--- config.mk ---
export PLATFORM = sky130hd
export DESIGN_NAME = muldiv_unit_flat
export DESIGN_NICKNAME = d
export VERILOG_FILES = /design/src/rtl/muldiv_unit_if.sv /design/src/rtl/muldiv_unit.sv /design/src/flat_wrapper.sv
export SDC_FILE = /design/constraint.sdc
export NUM_CORES = 1
export LEC_CHECK = 0
export BUFFER_PORTS_ARGS = -buffer_cell sky130_fd_sc_hd__buf_2
export CAP_MARGIN = 20
export CORE_MARGIN = 2
export CORE_UTILIZATION = 65
export DETAILED_ROUTE_END_ITERATION = 6
export GPL_ROUTABILITY_DRIVEN = 1
export PLACE_DENSITY = 0.93
export SKIP_CTS_REPAIR_TIMING = 1
export SLEW_MARGIN = 40
export SYNTH_ARGS = -nofsm -noshare
export SYNTH_HDL_FRONTEND = slang
export SYNTH_SLANG_ARGS = --single-unit
--- constraint.sdc ---
create_clock -name clk -period 11.6 [get_ports clk]
set_input_delay 0 -clock clk [delete_from_list [all_inputs] [get_ports clk]]
set_output_delay 0 -clock clk [all_outputs]
set_load 0.05 [all_outputs]
--- src/rtl/muldiv_unit_if.sv ---
// Bundle between the CPU controller/datapath and the multiply/divide unit.
// The controller (master) issues operations and consumes the HI/LO write
// strobes. The unit (slave) produces the results.
interface muldiv_unit_if;
  logic        start;
  logic [1:0]  op;
  logic [31:0] a;
  logic [31:0] b;
  logic        busy;
  logic        done;
  logic        div_zero;
  logic [31:0] hi_out;
  logic [31:0] lo_out;
  logic        hi_wea;
  logic        lo_wea;

  modport master (
    output start, op, a, b,
    input  busy, done, div_zero, hi_out, lo_out, hi_wea, lo_wea
  );

  modport slave (
    input  start, op, a, b,
    output busy, done, div_zero, hi_out, lo_out, hi_wea, lo_wea
  );
endinterface

--- src/rtl/muldiv_unit.sv ---
// Iterative 32x32 multiply / 32/32 divide unit feeding the HI and LO registers.
// Operation: one cycle to accept, 32 shift-add or restoring-divide iterations,
// one sign-fix cycle, and one cycle in which done and the write strobes are high.
// Signed operations run on magnitudes. The sign is applied in the fix cycle.
// A divide by zero skips the iterations and reports div_zero without writing.
module muldiv_unit (
  input  logic            clk,
  input  logic            rst,
  muldiv_unit_if.slave    bus
);

  typedef enum logic [1:0] {
    S_IDLE = 2'd0,
    S_CALC = 2'd1,
    S_FIX  = 2'd2,
    S_DONE = 2'd3
  } state_t;

  // Two's-complement negation helpers (wrap naturally on the most negative value)
  function automatic logic [31:0] neg32(input logic [31:0] v);
    return ~v + 32'd1;
  endfunction

  function automatic logic [63:0] neg64(input logic [63:0] v);
    return ~v + 64'd1;
  endfunction

  // One shift-add step: add the multiplicand into the upper half when the
  // current multiplier LSB is set, then shift the whole 64-bit product right.
  function automatic logic [63:0] mul_step(input logic [31:0] hi,
                                           input logic [31:0] lo,
                                           input logic [31:0] mcand);
    logic [32:0] sum;
    sum = {1'b0, hi} + (lo[0] ? {1'b0, mcand} : 33'd0);
    return {sum[32:1], sum[0], lo[31:1]};
  endfunction

  // One restoring-divide step: shift the next dividend bit (MSB first) into
  // the partial remainder and subtract the divisor if the result fits.
  // The remainder is always below the divisor, so the post-subtract value
  // fits in 32 bits and modular subtraction gives it exactly.
  function automatic logic [63:0] div_step(input logic [31:0] rem,
                                           input logic [31:0] quo,
                                           input logic [31:0] dvs);
    logic [32:0] shifted;
    logic        fits;
    shifted = {rem, quo[31]};
    fits    = shifted[32] | (shifted[31:0] >= dvs);
    if (fits) begin
      return {shifted[31:0] - dvs, quo[30:0], 1'b1};
    end
    return {shifted[31:0], quo[30:0], 1'b0};
  endfunction

  state_t      state_q, state_d;
  logic [4:0]  cnt_q, cnt_d;
  logic        is_div_q, is_div_d;
  logic        neg_res_q, neg_res_d;
  logic        neg_rem_q, neg_rem_d;
  logic [31:0] hi_acc_q, hi_acc_d;
  logic [31:0] lo_acc_q, lo_acc_d;
  logic [31:0] opnd_q, opnd_d;
  logic        busy_q, busy_d;
  logic        done_q, done_d;
  logic        div_zero_q, div_zero_d;
  logic        hi_wea_q, hi_wea_d;
  logic        lo_wea_q, lo_wea_d;
  logic [31:0] hi_out_q, hi_out_d;
  logic [31:0] lo_out_q, lo_out_d;

  logic        in_signed;
  logic [31:0] abs_a;
  logic [31:0] abs_b;
  logic [63:0] mul_nxt;
  logic [63:0] div_nxt;
  logic [63:0] prod_fix;

  // Operand magnitudes and per-iteration datapath results
  assign in_signed = ~bus.op[0];
  assign abs_a     = (in_signed && bus.a[31]) ? neg32(bus.a) : bus.a;
  assign abs_b     = (in_signed && bus.b[31]) ? neg32(bus.b) : bus.b;
  assign mul_nxt   = mul_step(hi_acc_q, lo_acc_q, opnd_q);
  assign div_nxt   = div_step(hi_acc_q, lo_acc_q, opnd_q);
  assign prod_fix  = neg_res_q ? neg64({hi_acc_q, lo_acc_q}) : {hi_acc_q, lo_acc_q};

  // Next-state and next-output computation for the sequencer
  always_comb begin
    state_d    = state_q;
    cnt_d      = cnt_q;
    is_div_d   = is_div_q;
    neg_res_d  = neg_res_q;
    neg_rem_d  = neg_rem_q;
    hi_acc_d   = hi_acc_q;
    lo_acc_d   = lo_acc_q;
    opnd_d     = opnd_q;
    hi_out_d   = hi_out_q;
    lo_out_d   = lo_out_q;
    done_d     = 1'b0;
    div_zero_d = 1'b0;
    hi_wea_d   = 1'b0;
    lo_wea_d   = 1'b0;

    case (state_q)
      S_IDLE: begin
        if (bus.start) begin
          is_div_d  = bus.op[1];
          neg_res_d = in_signed & (bus.a[31] ^ bus.b[31]);
          neg_rem_d = in_signed & bus.a[31];
          hi_acc_d  = 32'd0;
          cnt_d     = 5'd0;
          if (bus.op[1]) begin
            lo_acc_d = abs_a;
            opnd_d   = abs_b;
          end else begin
            lo_acc_d = abs_b;
            opnd_d   = abs_a;
          end
          if (bus.op[1] && (bus.b == 32'd0)) begin
            state_d    = S_DONE;
            done_d     = 1'b1;
            div_zero_d = 1'b1;
          end else begin
            state_d = S_CALC;
          end
        end
      end

      S_CALC: begin
        if (is_div_q) begin
          {hi_acc_d, lo_acc_d} = div_nxt;
        end else begin
          {hi_acc_d, lo_acc_d} = mul_nxt;
        end
        cnt_d = cnt_q + 5'd1;
        if (cnt_q == 5'd31) begin
          state_d = S_FIX;
        end
      end

      S_FIX: begin
        if (is_div_q) begin
          lo_out_d = neg_res_q ? neg32(lo_acc_q) : lo_acc_q;
          hi_out_d = neg_rem_q ? neg32(hi_acc_q) : hi_acc_q;
        end else begin
          {hi_out_d, lo_out_d} = prod_fix;
        end
        state_d  = S_DONE;
        done_d   = 1'b1;
        hi_wea_d = 1'b1;
        lo_wea_d = 1'b1;
      end

      default: begin
        state_d = S_IDLE;
      end
    endcase

    busy_d = (state_d != S_IDLE);
  end

  // State, datapath and registered-output flops; reset aborts any operation
  always_ff @(posedge clk or posedge rst) begin
    if (rst) begin
      state_q    <= S_IDLE;
      cnt_q      <= 5'd0;
      is_div_q   <= 1'b0;
      neg_res_q  <= 1'b0;
      neg_rem_q  <= 1'b0;
      hi_acc_q   <= 32'd0;
      lo_acc_q   <= 32'd0;
      opnd_q     <= 32'd0;
      busy_q     <= 1'b0;
      done_q     <= 1'b0;
      div_zero_q <= 1'b0;
      hi_wea_q   <= 1'b0;
      lo_wea_q   <= 1'b0;
      hi_out_q   <= 32'd0;
      lo_out_q   <= 32'd0;
    end else begin
      state_q    <= state_d;
      cnt_q      <= cnt_d;
      is_div_q   <= is_div_d;
      neg_res_q  <= neg_res_d;
      neg_rem_q  <= neg_rem_d;
      hi_acc_q   <= hi_acc_d;
      lo_acc_q   <= lo_acc_d;
      opnd_q     <= opnd_d;
      busy_q     <= busy_d;
      done_q     <= done_d;
      div_zero_q <= div_zero_d;
      hi_wea_q   <= hi_wea_d;
      lo_wea_q   <= lo_wea_d;
      hi_out_q   <= hi_out_d;
      lo_out_q   <= lo_out_d;
    end
  end

  assign bus.busy     = busy_q;
  assign bus.done     = done_q;
  assign bus.div_zero = div_zero_q;
  assign bus.hi_wea   = hi_wea_q;
  assign bus.lo_wea   = lo_wea_q;
  assign bus.hi_out   = hi_out_q;
  assign bus.lo_out   = lo_out_q;

endmodule
--- src/flat_wrapper.sv ---
// flat-port wrapper written by rule: the top's interface ports become plain ports
module muldiv_unit_flat 
  (clk, rst, bus_start, bus_op, bus_a, bus_b, bus_busy, bus_done, bus_div_zero, bus_hi_out, bus_lo_out, bus_hi_wea, bus_lo_wea);
  muldiv_unit_if bus_i ();
  input  logic clk;
  input  logic rst;
  input wire logic [$bits(bus_i.start)-1:0] bus_start;
  input wire logic [$bits(bus_i.op)-1:0] bus_op;
  input wire logic [$bits(bus_i.a)-1:0] bus_a;
  input wire logic [$bits(bus_i.b)-1:0] bus_b;
  output wire logic [$bits(bus_i.busy)-1:0] bus_busy;
  output wire logic [$bits(bus_i.done)-1:0] bus_done;
  output wire logic [$bits(bus_i.div_zero)-1:0] bus_div_zero;
  output wire logic [$bits(bus_i.hi_out)-1:0] bus_hi_out;
  output wire logic [$bits(bus_i.lo_out)-1:0] bus_lo_out;
  output wire logic [$bits(bus_i.hi_wea)-1:0] bus_hi_wea;
  output wire logic [$bits(bus_i.lo_wea)-1:0] bus_lo_wea;
  assign bus_i.start = bus_start;
  assign bus_i.op = bus_op;
  assign bus_i.a = bus_a;
  assign bus_i.b = bus_b;
  assign bus_busy = bus_i.busy;
  assign bus_done = bus_i.done;
  assign bus_div_zero = bus_i.div_zero;
  assign bus_hi_out = bus_i.hi_out;
  assign bus_lo_out = bus_i.lo_out;
  assign bus_hi_wea = bus_i.hi_wea;
  assign bus_lo_wea = bus_i.lo_wea;
  muldiv_unit u_core (.clk(clk), .rst(rst), .bus(bus_i));
endmodule
==> results.py <==
metrics = {
    "floorplanning": {
        "die_area_sq_um": 23240,
        "die_h_um": 152.4,
        "rows": 54,
        "start_util_pct": 65.83,
        "core_sq_um": 21760,
        "die_w_um": 152.4,
        "num_io_pins": 138,
    },
    "power_and_ir_drop": {
        "p_leak_nw": 7.199,
        "ir_drop_v": 0.0002988,
        "powerDensity_nw_per_um2": 304.3,
        "power_mw": 4.812,
    },
    "sta": {
        "final_hold_viol_count": 3,
        "finalSetupViolCount": 0,
        "slew_violations": 0,
        "worstMarginPinSlew_ps": 854.2,
        "maxClockFrequency_mhz": 274.1,
        "fin_crit_ps": 3649,
        "slew_headroom_pct": 43.05,
        "fin_ws_ps": 7951,
        "final.setup.tns_ps": 0,
        "finClkSkew_ps": 15.08,
        "period_share_pct": 31.46,
        "rsz0062_at_grt": "false",
        "holdWs_ps": -22.46,
    },
    "logic_synthesis": {
        "synth_enable_flop_cells": 0,
        "synth_cell_types": 80,
        "synth_area_sq_um": 14320,
        "ys_top_cells_by_area": "dfrtp_1 30%, o21ai_0 6.9%, ha_1 6.1%",
        "yosysWarnings": 0,
        "synth_top_area_cell": "dfrtp_1",
        "synthFlopType": "dfrtp_1",
        "async_reset_ff_share_pct": 100.0,
        "ys_ff_latch": 174,
        "syn_area_per_cell_sq_um": 7.844,
        "ys_seq_area_share_pct": 30.40,
        "syn_inst": 1826,
        "yosysTopAreaCellShare_pct": 30.40,
        "synth_nets": 1967,
    },
    "detailed_routing": {
        "drt-total-wl_um": 46080,
        "top_layer_used": "met4",
        "via_per_inst": 6.584,
        "routedWlPerCell_um": 21.03,
        "wl_met1_um": 18270,
        "vias": 14425,
        "drc": 0,
        "routed-wl-met2_um": 20970,
        "drtIter0Drc": 1754,
        "postRouteAntennaNets": 0,
        "dr_wl_met3_um": 4838,
        "firstDrtPassIters": 6,
    },
    "layout": {
        "seq_area_sq_um": 4355,
        "fin_util_pct": 72.68,
        "area_growth_syn_to_layout_pct": 10.40,
        "diodes": 0,
        "fillCellCount": 1726,
        "nNetsFinal": 2039,
        "drive_gt1_share_pct": 11.51,
        "multi_input_area_sq_um": 9346,
        "stdcell_area_sq_um": 15810,
        "instances_no_fill": 2191,
    },
    "clock_tree": {
        "path_clk_slew_ps": 80,
        "cts_tree": "yes",
        "clockBufferDepth": 2,
        "h-tree-depth": 4,
        "cts-root-buf": "clkbuf_16",
        "cts_buffers": 17,
        "clkLatencyLatePin_ps": 450,
        "numClockSinks": 174,
    },
    "worst_setup_path": {
        "cp-start-kind": "flip-flop",
        "path_class": "flip-flop to flip-flop",
        "critPathTopFamily": "compound AO/OA/AOI/OAI gates",
        "crit_required_ps": 11980,
        "cp_cell_sequence": "inv_1 > buf_4 > nor2_1 > ha_1 > a21oi_1 > o21ai_0 > a31oi_1 > a21oi_1 > a211oi_1 > o2111ai_1 > and3_1 > or4_1 > nand3_1",
        "endpoint_kind": "flip-flop",
        "worstPathMaxFanout": 31,
        "arrival_ps": 4030,
        "cp_slowest_cell": "or4_1",
        "critPathMaxStageDelay_ps": 510,
        "critPathBufInv": 2,
        "crit_top_cell": "a21oi_1",
    },
    "placement": {
        "pre_cts_slack_ps": 8050,
        "gp_congestion": 1.004,
        "placed_area_sq_um": 15090,
        "port_buffers": 137,
        "dp_hpwl_um": 34550,
        "dp.cells": 2152,
    },
    "global_route": {
        "antenna_found_initial": 0,
        "grt_max_degree": 95,
        "grt_pass1_wl_um": 73000,
        "grt_usage_pct": 39.22,
        "grt_pass1_vias": 13607,
        "overflow": 0,
    },
    "status": {
        "violations": "hold timing",
        "status": "finished, violations left",
    },
    "job": {
        "maxCapViolCount": 0,
    },
    "hold_path": {
        "hold_path.class": "input pin to flip-flop",
    },
}
where the power goes:
part,internal (mW),switching (mW)
Clock,0.305,0.321
Combinational,1.16,1.85
Sequential,0.803,0.373
Total,2.27,2.54
kinds of logic after synthesis:
group,after synthesis,synth area share [%]
xor gates and xnor gates,173,10.58
AOI/OAI and AO/OA,585,25.02
muxes,55,3.879
adders and majority gates,72,6.395
and+or+nand+nor,600,19.22
buffers and inverters,167,4.508
DFF,174,30.40
metal layers:
layer / up-vias / global-route usage, %
met4: 0 / 16.18
met2: 816 / 62.53
met3: 168 / 6.542
met5: - / 0
met1: 6769 / 53.50
li1: 6672 / -
Yosys cell counts, types with 3 or more instances:
cell / number
a22oi_1: 12
a211oi_1: 24
a31oi_1: 13
nor2b_1: 19
nand4b_1: 3
dfrtp_1: 174
nand2_1: 214
o22a_1: 14
a21oi_1: 152
or2_2: 4
inv_1: 58
o21ai_1: 24
or4_4: 3
buf_1: 8
mux2i_1: 51
nand4_1: 10
and2_1: 7
xnor2_1: 75
nand3_1: 37
a32oi_1: 4
o221ai_1: 7
clkbuf_1: 94
a22o_1: 3
o41ai_2: 3
o41ai_1: 15
a221o_1: 6
o22ai_1: 3
nor2_1: 188
xor2_1: 98
and3_1: 8
a21o_1: 22
a311oi_1: 4
o31ai_1: 22
o211ai_1: 18
o21a_1: 7
or4_1: 9
mux2_2: 4
ha_1: 70
o21ai_0: 198
or3_1: 20
nand2b_1: 18
a211o_1: 7
nor3_1: 25
a21boi_0: 5
nor4_1: 19
cell usage in the layout (no fill, tap or decap), drive strengths merged, types with 8 or more instances in the layout:
master / count
o21ai: 223
nand2: 214
nor2: 192
dfrtp: 174
buf: 154
a21oi: 153
xor2: 98
xnor2: 75
ha: 70
inv: 69
mux2i: 51
nand3: 37
nor3: 25
a211oi: 24
o31ai: 22
a21o: 22
or3: 20
nor2b: 19
nor4: 19
o211ai: 18
nand2b: 18
o41ai: 18
clkbuf: 17
o22a: 14
a31oi: 13
or4: 13
a22oi: 12
nand4: 10
and3: 8
worst min-delay path: cells and delay by family:
kind	cells	cell delay, ps
multiplexers	1	100
buffers and inverters	1	140
AO/OA/AOI/OAI	1	140
sequential cells by signal, indices dropped and copies added (netlist names):
signal               count
u_core.bus.hi_out       32
u_core.bus.lo_out       32
u_core.neg_rem_q         1
u_core.neg_res_q         1
u_core.cnt_q             5
u_core.bus.div_zero      1
u_core.opnd_q           32
u_core.is_div_q          1
u_core.bus.done          1
u_core.state_q           2
u_core.hi_acc_q         32
u_core.bus.busy          1
u_core.bus.hi_wea        1
u_core.lo_acc_q         32
area by class of cell:
| cell class | instances | area share, % |
|---|---|---|
| Tap cell | 280 | 2.216 |
| Clock inverter | 15 | 1.377 |
| Timing Repair Buffer | 161 | 5.634 |
| Sequential cell | 174 | 27.54 |
| Clock buffer | 17 | 2.690 |
| Multi-Input combinational cell | 1485 | 59.11 |
| Inverter | 59 | 1.432 |
final timing paths:
check | end | slack, ps | startpoint | cells past startpoint
max | u_core.hi_acc_q[30]$_DFFE_PP0P_ | 7950 | u_core.lo_acc_q[0]$_DFFE_PP0P_ | 13
min | u_core.opnd_q[0]$_DFFE_PP0P_ | -20 | bus_b[0] | 3
max reg2reg | u_core.hi_acc_q[30]$_DFFE_PP0P_ | 7950 | u_core.lo_acc_q[0]$_DFFE_PP0P_ | 13
min reg2reg | u_core.bus.lo_out[8]$_DFFE_PP0P_ | 480 | u_core.bus.lo_out[8]$_DFFE_PP0P_ | 2
max in group asynchronous | u_core.hi_acc_q[3]$_DFFE_PP0P_ | 10320 | rst | 4
min in group asynchronous | u_core.bus.lo_out[23]$_DFFE_PP0P_ | 140 | rst | 3
Power figures use the tool's default switching activity.
